<file path="config.mk">
export PLATFORM = sky130hd
export DESIGN_NAME = led_frame_sequencer
export DESIGN_NICKNAME = d
export VERILOG_FILES = /design/src/rtl/led_frame_sequencer.sv
export SDC_FILE = /design/constraint.sdc
export NUM_CORES = 1
export LEC_CHECK = 0
export ABC_CLOCK_PERIOD_IN_PS = 2050
export CAP_MARGIN = 0
export CELL_PAD_IN_SITES_DETAIL_PLACEMENT = 0
export CELL_PAD_IN_SITES_GLOBAL_PLACEMENT = 2
export CORE_MARGIN = 1
export CORE_UTILIZATION = 31
export CTS_CLUSTER_SIZE = 40
export DETAILED_ROUTE_END_ITERATION = 6
export GPL_TIMING_DRIVEN = 1
export PLACE_DENSITY = 0.78
export RECOVER_POWER = 25
export SLEW_MARGIN = 15
export SYNTH_ARGS = -nofsm -noshare
export SYNTH_HDL_FRONTEND = slang
export SYNTH_SLANG_ARGS = --single-unit
</file>
<file path="constraint.sdc">
create_clock -name clk -period 2.05 [get_ports clk]
set_input_delay 0.205 -clock clk [delete_from_list [all_inputs] [get_ports clk]]
set_output_delay 0.205 -clock clk [all_outputs]
set_load 0.005 [all_outputs]
</file>
<file path="src/rtl/led_frame_sequencer.sv">
// One LED-strip refresh: walks current_led through screen_manager, registers each GRB word,
// hands it to the WS2812 serializer, waits for drain, then holds the latch gap.
//
// state   | meaning
// --------+----------------------------------------------------------------
// IDLE    | waiting for enable; current_led holds last value
// ADDR    | settle cycle; colour lookup for current_led is captured at end
// PRESENT | pixel_valid high, word held until serializer accepts it
// DRAIN   | last pixel accepted, waiting for serializer to go idle
// LATCH   | line held low for LATCH_CYCLES, then frame_done pulse
`timescale 1ns/1ps

module led_frame_sequencer #(
   parameter  int MAX_POS      = 109,
   parameter  int LATCH_CYCLES = 14000,
   localparam int LED_W        = (MAX_POS > 1) ? $clog2(MAX_POS) : 1,
   localparam int CNT_W        = $clog2(LATCH_CYCLES + 1)
) (
   input  logic             clk,
   input  logic             rst_n,
   input  logic             enable,
   input  logic [7:0]       led_green_intensity,
   input  logic [7:0]       led_red_intensity,
   input  logic [7:0]       led_blue_intensity,
   input  logic             pixel_ready,
   input  logic             ser_idle,
   output logic [LED_W-1:0] current_led,
   output logic [23:0]      pixel_data,
   output logic             pixel_valid,
   output logic             frame_active,
   output logic             frame_done
);

   typedef enum logic [2:0] {
      S_IDLE,
      S_ADDR,
      S_PRESENT,
      S_DRAIN,
      S_LATCH
   } state_t;

   localparam logic [LED_W-1:0] LAST_LED = LED_W'(MAX_POS - 1);
   localparam logic [CNT_W-1:0] CNT_LAST = CNT_W'(LATCH_CYCLES - 1);

   state_t           r_state;
   logic [LED_W-1:0] r_led;
   logic [23:0]      r_pixel;
   logic             r_valid;
   logic             r_active;
   logic             r_done;
   logic [CNT_W-1:0] r_cnt;

   always_ff @(posedge clk or negedge rst_n) begin
      if (!rst_n) begin
         r_state  <= S_IDLE;
         r_led    <= '0;
         r_pixel  <= '0;
         r_valid  <= 1'b0;
         r_active <= 1'b0;
         r_done   <= 1'b0;
         r_cnt    <= '0;
      end else begin
         r_done <= 1'b0;
         case (r_state)
            S_IDLE: begin
               if (enable) begin
                  r_led    <= '0;
                  r_active <= 1'b1;
                  r_state  <= S_ADDR;
               end
            end
            S_ADDR: begin
               r_pixel <= {led_green_intensity, led_red_intensity, led_blue_intensity};
               r_valid <= 1'b1;
               r_state <= S_PRESENT;
            end
            S_PRESENT: begin
               if (r_valid && pixel_ready) begin
                  r_valid <= 1'b0;
                  if (r_led == LAST_LED) begin
                     r_state <= S_DRAIN;
                  end else begin
                     r_led   <= r_led + 1'b1;
                     r_state <= S_ADDR;
                  end
               end
            end
            S_DRAIN: begin
               if (ser_idle) begin
                  r_cnt   <= '0;
                  r_state <= S_LATCH;
               end
            end
            S_LATCH: begin
               // counter parks on its last value; it is cleared on the next DRAIN exit
               if (r_cnt == CNT_LAST) begin
                  r_done   <= 1'b1;
                  r_active <= 1'b0;
                  r_state  <= S_IDLE;
               end else begin
                  r_cnt <= r_cnt + 1'b1;
               end
            end
            default: r_state <= S_IDLE;
         endcase
      end
   end

   assign current_led  = r_led;
   assign pixel_data   = r_pixel;
   assign pixel_valid  = r_valid;
   assign frame_active = r_active;
   assign frame_done   = r_done;

endmodule

</file>
==> results.toml, run 1 <==
[setup_path]
crit_fanout = 9
worstPathRequired_ns = 2.28
crit_type = "reg2reg"
arrival_ns = 2.05
end_kind = "flip-flop"
cp-start-kind = "flip-flop"

[floorplan]
start_util = 0.319
ios = 63
die_h_um = 91.2
die_area_sq_mm = 0.00832
core_sq_mm = 0.00773
die_x_um = 91.2
placementRows = 32

[clock_network]
cts_setup_buffers = 0
cts_tree = "yes"
ctsLongestPathBuffers = 2
numCtsBuffers = 5
htree_levels = 2
numClockSinks = 51
clk_pin_slew_ns = 0.10
holdBufCountCts = 0
cts_root_buf = "clkbuf_8"
clock_latency_ns = 0.31
cts_resized = 0

[route]
drt-met1-wl_um = 2870
drt_iter0_drc = 125
wl_met3_um = 385
drtPass1Iterations = 4
vias = 1974
detail_route.wl_per_cell_um = 15.1
wl_met2_um = 2490
wirelength_um = 5830
drc_errors = 0
dr.max_layer_used = "met4"
viasPerCell = 5.10
ant_nets = 0

[global_route]
grt_remaining_overflow = 0
grt_pass1_vias = 2025
grt_first_pass_wirelength_um = 9970
grt_start_max_net_pins = 52
grt_usage = 0.151
antenna_found_initial = 0

[synth]
synth_top_area_share = 0.517
ys.flop_type = "dfrtp_1"
synthTopCellsByArea = "dfrtp_1 52%, mux2_2 11%, a31oi_1 3.0%"
syn_nets = 248
synth_top_area_cell = "dfrtp_1"
synth_cell_types = 51
synth_area_sq_mm = 0.00247
avgSynthCellArea_sq_um = 11.4
seq_area_frac_synth = 0.517
async_flop_share = 1.00
yosysWarnings = 0
synth-edff-count = 0
ys_ff_latch = 51
syn_inst = 216

[sta]
setup_violations = 0
worst_pin_slew_ns = 1.29
rsz0062_at_grt = "no"
tns_ns = 0
finalHoldViolCount = 0
fin_crit_sh = 0.889
fmaxAchievable_mhz = 549
slew_viol_final = 0
relSlewSlack = 0.137
min_period_ns = 1.82
final.setup_skew_ns = 0.00964
holdWs_ns = 0.229

[pwr]
total_power_mw = 4.14
leakage_nw = 1.34
ir_drop_uv = 549
power.density_mw_per_mm2 = 1250

[hold_path]
holdCritPathClass = "in2async"

[cells_and_area]
drive_gt1_frac = 0.200
final_cell_mix = "61 x clkdlybuf4s50_1, 51 x dfrtp_1, 24 x mux2_2, 14 x nand2_1"
layout.nets = 316
diodes = 0
layout_commonest_cell = "clkdlybuf4s50_1"
area_growth_pct = 34.8
fill_cells = 731

[job]
drv_cap = 0

[run_status]
status = "complete, no violations"

[placement]
portBuffers = 62
globalplace.congestion = 0.799
dp_hpwl_um = 4020
==> sequential cells by signal, summed over array words and instances (netlist names) <==
register / flops
r_cnt: 14
pixel_valid: 1
r_state: 3
current_led: 7
frame_done: 1
pixel_data: 24
frame_active: 1
==> cells by family (layout without fill, tap and decap cells) <==
group | Yosys count | after routing | share of synthesized area
AND/OR/NAND/NOR | 68 | 68 | 0.169
multiplexers | 26 | 26 | 0.118
flip-flops | 51 | 51 | 0.517
adder cells (fa/ha/maj) | 3 | 3 | 0.0152
AO/OA/AOI/OAI | 52 | 52 | 0.151
buffers and inverters | 16 | 85 | 0.0304
==> cells in the mapped netlist (3+ instances only) <==
| master | n |
|---|---|
| nand3b_1 | 3 |
| mux2_2 | 24 |
| nor2_1 | 9 |
| nor4_1 | 3 |
| nand3_1 | 8 |
| o21ai_0 | 12 |
| nand4_1 | 4 |
| nor3_1 | 4 |
| o21a_1 | 3 |
| a31oi_1 | 12 |
| dfrtp_1 | 51 |
| nand2_1 | 14 |
| a211o_2 | 3 |
| a21oi_1 | 4 |
| buf_2 | 7 |
| o31ai_1 | 5 |
| ha_1 | 3 |
| inv_1 | 5 |
==> critical path, cell delays in order, from the launching register on <==
cell and delay (ns):
dfrtp_1 0.42, ha_1 0.25, and4_2 0.29, nand4_4 0.20
a21boi_4 0.31, inv_4 0.10, a31oi_1 0.17
==> per-stage QoR <==
stage	setup WS, ns	cell area (sq um)	cells	utilization
6_report	0.227	3330	387	0.430
5_1_grt	0.0934	3330	387	0.430
4_1_cts	0.247	3330	387	0.431
3_5_place_dp	0.262	3230	379	0.419
3_3_place_gp	0.286	3230	379	0.419
2_1_floorplan	0.416	2470	216	-
==> path summary, 6_finish.rpt <==
path | slack, ns | cells past startpoint | start | end
worst max-delay path | 0.23 | 6 | r_cnt[0] | r_cnt[10]
worst min-delay path | 0.23 | 2 | rst_n | pixel_data[13]
worst max register to register | 0.23 | 6 | r_cnt[0] | r_cnt[10]
worst min register to register | 0.52 | 1 | pixel_data[2] | pixel_data[2]
max in group asynchronous | 1.03 | 2 | rst_n | r_cnt[10]
min in group clk | 0.49 | 2 | led_red_intensity[4] | pixel_data[12]
==> report_power, final <==
group / internal, mW / switching (mW)
clock network: 0.250 / 0.367
registers: 1.40 / 0.315
logic: 1.10 / 0.717
==> layer usage <==
layer | track usage | up-vias
met5 | 0 | -
met4 | 0.0489 | 0
met3 | 0.0511 | 8
met2 | 0.229 | 59
met1 | 0.202 | 955
li1 | - | 952
==> final cells by class <==
class | instances | area (sq um) | area share
Tap cell | 102 | 128 | 0.0384
Inverter | 6 | 25.0 | 0.00752
Multi-Input combinational cell | 149 | 1120 | 0.337
Timing Repair Buffer | 71 | 681 | 0.205
Clock inverter | 3 | 25.0 | 0.00752
Sequential cell | 51 | 1280 | 0.384
Clock buffer | 5 | 68.8 | 0.0207
(Power assumes the default switching activity.)
==> inputs of run 2 (changes only) <==
--- a/config.mk
+++ b/config.mk
@@ -7,14 +7,12 @@
 export LEC_CHECK = 0
 export ABC_CLOCK_PERIOD_IN_PS = 2050
 export CAP_MARGIN = 0
-export CELL_PAD_IN_SITES_DETAIL_PLACEMENT = 0
-export CELL_PAD_IN_SITES_GLOBAL_PLACEMENT = 2
 export CORE_MARGIN = 1
-export CORE_UTILIZATION = 31
+export CORE_UTILIZATION = 40
 export CTS_CLUSTER_SIZE = 40
 export DETAILED_ROUTE_END_ITERATION = 6
 export GPL_TIMING_DRIVEN = 1
-export PLACE_DENSITY = 0.78
+export PLACE_DENSITY = 0.66
 export RECOVER_POWER = 25
 export SLEW_MARGIN = 15
 export SYNTH_ARGS = -nofsm -noshare
==> run 2 against run 1 <==
Combinational power about the same. Critical path depth down 2. Core utilization up 13 points. Highest routed layer unchanged.
==> results.toml, run 2 (synthesis results as in run 1) <==
[run_status]
status = "complete, no violations"

[setup_path]
end_kind = "flip-flop"
path_cells = "nand4_1 -> o21ai_1 -> or2_2 -> o21ai_0"
cp-start-kind = "flip-flop"
crit_family = "flip-flops"
worstReg2RegStart = "r_state[1]"
worstPathRequired_ns = 2.23
setup.worst_path.start = "r_state[1]"
worst-path-buf-inv = 0
crit_fanout = 14
r2r_setup_slack_ns = 0.23
cpMaxStageDelayCell = "dfrtp_1"
crit_type = "reg2reg"
arrival_ns = 2.00
slowest_delay_ns = 0.62

[global_route]
grt_start_max_net_pins = 32
grt_usage = 0.181
grt_first_pass_wirelength_um = 9030
antenna_found_initial = 0
grt_pass1_vias = 1930
grt_remaining_overflow = 0

[route]
drtPass1Iterations = 5
detail_route.wl_per_cell_um = 15.2
drc_errors = 0
ant_nets = 0
vias = 2023
viasPerCell = 5.59
wirelength_um = 5490
drt_iter0_drc = 124

[pwr]
swShare = 0.329
ir_drop_uv = 704
pwr-share-comb = 0.433
leakage_nw = 1.36
power.share.sequential = 0.419
power.density_mw_per_mm2 = 1250
p_sw_mw = 1.37
clkPwrFrac = 0.149
power.internal_mw = 2.79

[sta]
fmaxAchievable_mhz = 550
rsz0062_at_grt = "no"
finalHoldViolCount = 0
tns_ns = 0
relSlewSlack = 0.177
setup_violations = 0
final.setup_skew_ns = 0.00654
worst_pin_slew_ns = 1.24
min_period_ns = 1.82
fin_crit_sh = 0.886
slew_viol_final = 0

[cells_and_area]
fill_cells = 542
layout_commonest_cell = "clkdlybuf4s50_1"
diodes = 0
fin_area_sq_mm = 0.00334
area_growth_pct = 35.4
final_cell_mix = "61 x clkdlybuf4s50_1, 51 x dfrtp_1, 24 x mux2_2, 14 x nand2_1"
largest_register_ffs = 24
layout.nets = 318
drive_gt1_frac = 0.199

[clock_network]
cts_tree = "yes"
clk_pin_slew_ns = 0.10
cts_root_buf = "clkbuf_8"
clock_latency_ns = 0.30
numCtsBuffers = 5
ctsLongestPathBuffers = 2
htree_levels = 2
cts_resized = 0
numClockSinks = 51

[floorplan]
die_x_um = 80.5
placementRows = 28
start_util = 0.417
die_area_sq_mm = 0.00649
core_sq_mm = 0.00592
die_h_um = 80.5
ios = 63

[placement]
dp_hpwl_um = 3900
globalplace.congestion = 0.842
portBuffers = 62
dpl-instance-area_sq_mm = 0.00323

[job]
drv_cap = 0

[hold_path]
hp-start = "led_blue_intensity[1]"
holdCritPathClass = "in2reg"
## run 2: repair_timing
item,CTS,global route
hold endpoints to repair,20,0
endpoints found under the setup margin,0,0
buffers inserted,0,0
hold buffers,1,0
## run 2: per-layer routing
| layer | global-route usage | part of all wire |
|---|---|---|
| met2 | 0.279 | 0.46 |
| met1 | 0.245 | 0.47 |
| met5 | 0 | 0 |
| met3 | 0.0489 | 0.054 |
| met4 | 0.0571 | 0.012 |
## run 2: power by group through the flow
stage          clock (mW)  sequential, mW  combinational (mW)
2_1_floorplan           0            1.68               0.953
3_3_place_gp            0            1.75                1.80
3_5_place_dp            0            1.76                1.82
4_1_cts             0.642            1.74                1.83
5_1_grt             0.674            1.81                1.97
6_report            0.620            1.74                1.80
## run 2: cell type report
type,instances,area [sq um],share of cell area
tap,75,93.8,0.0281
timing repair buffer,73,724,0.217
clock inverter,2,16.3,0.00487
multi-input combinational,149,1120,0.336
inverter,6,25.0,0.00749
sequential,51,1280,0.382
clock buffer,6,82.6,0.0247
## run 2: worst paths after layout
kind,to,cells after the start
min in group asynchronous,r_cnt[7],2
setup reg to reg,current_led[0],4
max in group asynchronous,current_led[0],3
setup / recovery,current_led[0],4
hold / removal,pixel_data[1],2
hold reg to reg,pixel_data[12],1
## run 2: per-stage QoR
step / hold WS (ns) / setup slack (ns) / power [mW] / util / cells
after floorplan: -0.0906 / 0.416 / 2.63 / - / 216
after global routing: 0.500 / 0.0875 / 4.45 / 0.564 / 362
after CTS: 0.409 / 0.271 / 4.21 / 0.564 / 362
after global placement: 0.211 / 0.315 / 3.55 / 0.546 / 353
final: 0.501 / 0.233 / 4.17 / 0.564 / 362
after detailed placement: 0.208 / 0.292 / 3.58 / 0.546 / 353
==> inputs of run 3 (changes only) <==
--- a/config.mk
+++ b/config.mk
@@ -12,7 +12,7 @@
 export CTS_CLUSTER_SIZE = 40
 export DETAILED_ROUTE_END_ITERATION = 6
 export GPL_TIMING_DRIVEN = 1
-export PLACE_DENSITY = 0.66
+export PLACE_DENSITY = 0.74
 export RECOVER_POWER = 25
 export SLEW_MARGIN = 15
 export SYNTH_ARGS = -nofsm -noshare
==> run 3 against run 2 <==
Critical path depth rose by 2. Fmax down 1.5%. Largest power group is now sequential cells. Sequential cell count unchanged. Worst hold slack got worse by 0.043 ns. Clock power rose by 23%. Worst setup slack worse by 0.028 ns. Critical endpoint is now current_led[3]. First-iteration DRC count is 63% higher. Sequential share of layout area up 0.48 points.
==> results.toml, run 3 (synthesis results as in run 1) <==
[route]
wirelength_um = 5480
drc_errors = 0
detail_route.wl_per_cell_um = 15.3
vias = 1972
drt_iter0_drc = 202
ant_nets = 0
viasPerCell = 5.52
drtPass1Iterations = 4

[floorplan]
core_sq_mm = 0.00592
die_h_um = 80.5
die_x_um = 80.5
die_area_sq_mm = 0.00649
placementRows = 28
start_util = 0.417
ios = 63

[cells_and_area]
layout.nets = 313
drive_gt1_frac = 0.188
fill_cells = 514
fin_cells = 357
regArea_sq_mm = 0.00128
area_growth_pct = 33.7
diodes = 0
layout_commonest_cell = "clkdlybuf4s50_1"
final_cell_mix = "61 x clkdlybuf4s50_1, 51 x dfrtp_1, 24 x mux2_2, 14 x nand2_1"
largest_register_ffs = 24
multi_input_area_sq_mm = 0.00112

[pwr]
leakage_nw = 1.34
p_sw_mw = 1.38
power.density_mw_per_mm2 = 1290
swShare = 0.325
pwr-share-comb = 0.410
clkPwrFrac = 0.179
power.internal_mw = 2.87
power.share.sequential = 0.411
ir_drop_uv = 825

[setup_path]
cp-start-kind = "flip-flop"
crit_type = "reg2reg"
r2r_setup_slack_ns = 0.21
arrival_ns = 2.06
end_kind = "flip-flop"
r2r_end = "current_led[3]"
worstReg2RegStart = "current_led[0]"
crit_fanout = 8
worstPathRequired_ns = 2.26
reg2reg_depth = 6

[placement]
portBuffers = 62
globalplace.congestion = 0.848
dp_hpwl_um = 3750
dp.cells = 348

[global_route]
grt_first_pass_wirelength_um = 9420
antenna_found_initial = 0
grt_start_max_net_pins = 27
grt_remaining_overflow = 0
grt_pass1_vias = 1945
grt_usage = 0.189

[sta]
tns_ns = 0
final.setup_skew_ns = 0.00730
finalHoldViolCount = 0
min_period_ns = 1.84
fin_crit_sh = 0.900
setup_violations = 0
slew_viol_final = 0
relSlewSlack = 0.553
fmaxAchievable_mhz = 542
worst_pin_slew_ns = 0.670
rsz0062_at_grt = "no"

[run_status]
status = "complete, no violations"

[clock_network]
clk_pin_slew_ns = 0.10
cts_tree = "yes"
numCtsBuffers = 5
cts_setup_buffers = 0
htree_levels = 2
cts_root_buf = "clkbuf_8"
numClockSinks = 51
clock_latency_ns = 0.31
ctsLongestPathBuffers = 2

[job]
drv_cap = 0

[hold_path]
holdCritPathClass = "in2async"
## run 3: cell type report
cell class,count,share of cell area
Tap cell,75,0.0284
Sequential cell,51,0.387
Timing Repair Buffer,68,0.200
Clock inverter,2,0.0118
Multi-Input combinational cell,149,0.340
Inverter,6,0.00758
Clock buffer,6,0.0250
## run 3: metrics by stage
| step | instance area (sq um) | util | power, mW | setup slack (ns) | hold slack (ns) |
|---|---|---|---|---|---|
| after CTS | 3310 | 0.560 | 4.29 | 0.215 | 0.468 |
| final | 3300 | 0.557 | 4.25 | 0.206 | 0.459 |
| after floorplan | 2470 | - | 2.63 | 0.416 | -0.0906 |
| after global placement | 3180 | 0.538 | 3.47 | 0.307 | 0.269 |
| after detailed placement | 3180 | 0.538 | 3.52 | 0.208 | 0.275 |
| after global routing | 3300 | 0.557 | 4.55 | 0.0506 | 0.489 |
## run 3: worst max-delay path by stage
stage / start / to / cells past startpoint
final: current_led[0] / current_led[3] / 6
after global routing: r_cnt[1] / r_cnt[3] / 6
after CTS: current_led[0] / current_led[3] / 6
after detailed placement: current_led[0] / current_led[3] / 6
after global placement: current_led[0] / current_led[5] / 6
after floorplan: current_led[0] / current_led[3] / 7
## run 3: critical path, cell delays in order, from the launching register on
cell and delay (ns):
dfrtp_1 0.46, inv_1 0.09, ha_1 0.21, nand3b_1 0.10, o21ai_1 0.20, or2_2 0.41, o31ai_1 0.28
## run 3: layer usage
layer / share of wire / track usage / up-vias
li1: - / - / 946
met1: 0.47 / 0.257 / 949
met2: 0.45 / 0.284 / 72
met3: 0.073 / 0.0636 / 5
met4: 0.0082 / 0.0571 / 0
met5: 0 / 0 / -
## run 3: power by group through the flow
| stage | Sequential, mW | Combinational, mW | Clock (mW) |
|---|---|---|---|
| after floorplan | 1.68 | 0.953 | 0 |
| after global placement | 1.74 | 1.72 | 0 |
| after detailed placement | 1.75 | 1.76 | 0 |
| after CTS | 1.74 | 1.77 | 0.773 |
| after global routing | 1.81 | 1.92 | 0.814 |
| final | 1.75 | 1.74 | 0.760 |
## run 3: what timing repair did
action / in CTS / in global routing
hold buffers: 1 / 0
endpoints found under the setup margin: 0 / 0
hold endpoints to repair: 25 / 0
gates resized for setup: 0 / 0
==> RTL edit: new RTL, settings of run 3 <==
Set the parameter `MAX_POS` to 218 (it was 109).
--- a/src/rtl/led_frame_sequencer.sv
+++ b/src/rtl/led_frame_sequencer.sv
@@ -13,3 +13,3 @@
 module led_frame_sequencer #(
-   parameter  int MAX_POS      = 109,
+   parameter  int MAX_POS      = 218,
    parameter  int LATCH_CYCLES = 14000,
Ports: changed (resized current_led); port bits go from 63 to 64. No check against the original RTL was run, so the function may have changed too.
==> RTL edit against run 3 <==
Setup slack better by 0.016 ns; global-route usage decreased by 1.9 points; area after synthesis grew 2.6%; critical path depth decreased by 2; clock power down 6.8%; clock skew increased by 0.0012 ns; total power down 2.2%; sequential cell count up 1; wire length down 2.8%; design area grew 0.76%; maximum frequency rose by 0.85%; critical endpoint is now current_led[4]$_DFFE_PN0P_.
==> RTL edit: results (changes against run 3) <==
| Metric | Value |
|---|---|
| Outcome | `finished, final reports clean (unchanged)` |
| Post-Place Cells | `358 (was 348)` |
| Dpl ws | `0.1969 ns (was 0.2080 ns)` |
| WP data arrival | `2.04 ns (was 2.06 ns)` |
| Largest cells by area after synthesis | `dfrtp_1 (51%), mux2_2 (11%), o21ai_0 (2.6%) (was dfrtp_1 (52%), mux2_2 (11%), a31oi_1 (3.0%))` |
| Layout cells sized above 1 | `0.1649 (was 0.1879)` |
| CP Max Fanout | `13 (was 8)` |
| Initial DRC Count | `185 (was 202)` |
| Met2 usage | `0.2758 (was 0.2839)` |
| Worst r2r path cells | `4 (was 6)` |
| Met3 Use GR | `0.04111 (was 0.06364)` |
| Clock Skews | `0.008448 ns (was 0.007296 ns)` |
| Post-DP HPWL | `3790 um (was 3753 um)` |
| Unique masters post-synth | `44 (was 51)` |
| Number of global-route vias before repair | `1868 (was 1945)` |
| Syn_area_per_cell | `11.11 um2 (was 11.42 um2)` |
| Sequential share of the synthesized area | `0.5138 (was 0.5172)` |
| Final wirelength | `5323 um (was 5478 um)` |
| Number of port buffers | `63 (was 62)` |
| First-pass GRT wire length | `8714 um (was 9418 um)` |
| Area of placed instances | `0.003212 mm2 (was 0.003183 mm2)` |
| NumNets Final | `322 (was 313)` |
| Largest net degree at the start of global routing | `53 (was 27)` |
| Mapped Nets | `260 (was 248)` |
| Worst slew pin tran | `1.236 ns (was 0.6699 ns)` |
| IR drop worst, VDD | `662.2 uV (was 825.0 uV)` |
| Post-synth top flop | `dfrtp_1 (unchanged)` |
| Gr usage total | `0.1707 (was 0.1895)` |
| Routed met1 length | `2450 um (was 2554 um)` |
| Leakage power | `1.324 nW (was 1.344 nW)` |
| Routed wire per std cell | `14.54 um (was 15.34 um)` |
| Met2 wire length | `2409 um (was 2479 um)` |
| Met1 GRT Util | `0.2241 (was 0.2574)` |
| Clock transition at the registers of the reported paths | `0.09 ns` |
| Via/cell ratio | `5.536 (was 5.524)` |
| Met3 WL | `387 um (was 398 um)` |
| Final GP Congestion | `0.9183 (was 0.8475)` |
| Synth top cells by count | `dfrtp_1 (52), mux2_2 (25), nand2_1 (13), o21ai_0 (13), a21oi_1 (11) (was dfrtp_1 (51), mux2_2 (24), nand2_1 (14))` |
[RTL edit: layout make-up]
| type | instances | area (um2) |
|---|---|---|
| clock inverters | 3 | 46.29 |
| flip-flops and latches | 52 | 1301 |
| multi-input cells | 158 | 1122 |
| inverters | 5 | 18.77 |
| well taps | 75 | 93.84 |
| clock buffers | 5 | 68.82 |
| repair buffers | 68 | 673.1 |
| fillers | 522 | 2701 |
[RTL edit: where the power goes]
part | switching [mW] | leakage [nW] | internal [mW]
logic | 0.617 | 0.616 | 1.04
clock network | 0.340 | 0.0548 | 0.368
registers | 0.371 | 0.653 | 1.42
[RTL edit: cells by family (layout without fill, tap and decap cells)]
family | count (synthesis) | count (layout) | synth area share
compound gates | 57 | 57 | 0.1458
fa+ha+maj | 3 | 3 | 0.01482
buf+inv | 18 | 81 | 0.04397
flops | 52 | 52 | 0.5138
mux | 26 | 26 | 0.1151
simple gates | 72 | 72 | 0.1665
[RTL edit: final timing paths]
path / startpoint / end / slack (ns)
max: r_state[1]$_DFFE_PN0P_ / current_led[4]$_DFFE_PN0P_ / 0.22
min: rst_n / pixel_valid$_DFFE_PN0P_ / 0.24
max reg2reg: r_state[1]$_DFFE_PN0P_ / current_led[4]$_DFFE_PN0P_ / 0.22
min reg2reg: pixel_data[3]$_DFFE_PN0P_ / pixel_data[3]$_DFFE_PN0P_ / 0.51
max in group asynchronous: rst_n / pixel_data[7]$_DFFE_PN0P_ / 1.07
min in group clk: led_blue_intensity[2] / pixel_data[2]$_DFFE_PN0P_ / 0.50
[RTL edit: worst max-delay path: stages (launching register included)]
cell and delay [ns]:
dfrtp_1 0.58, buf_4 0.23, or3b_1 0.41, or3_1 0.33, o31ai_1 0.19
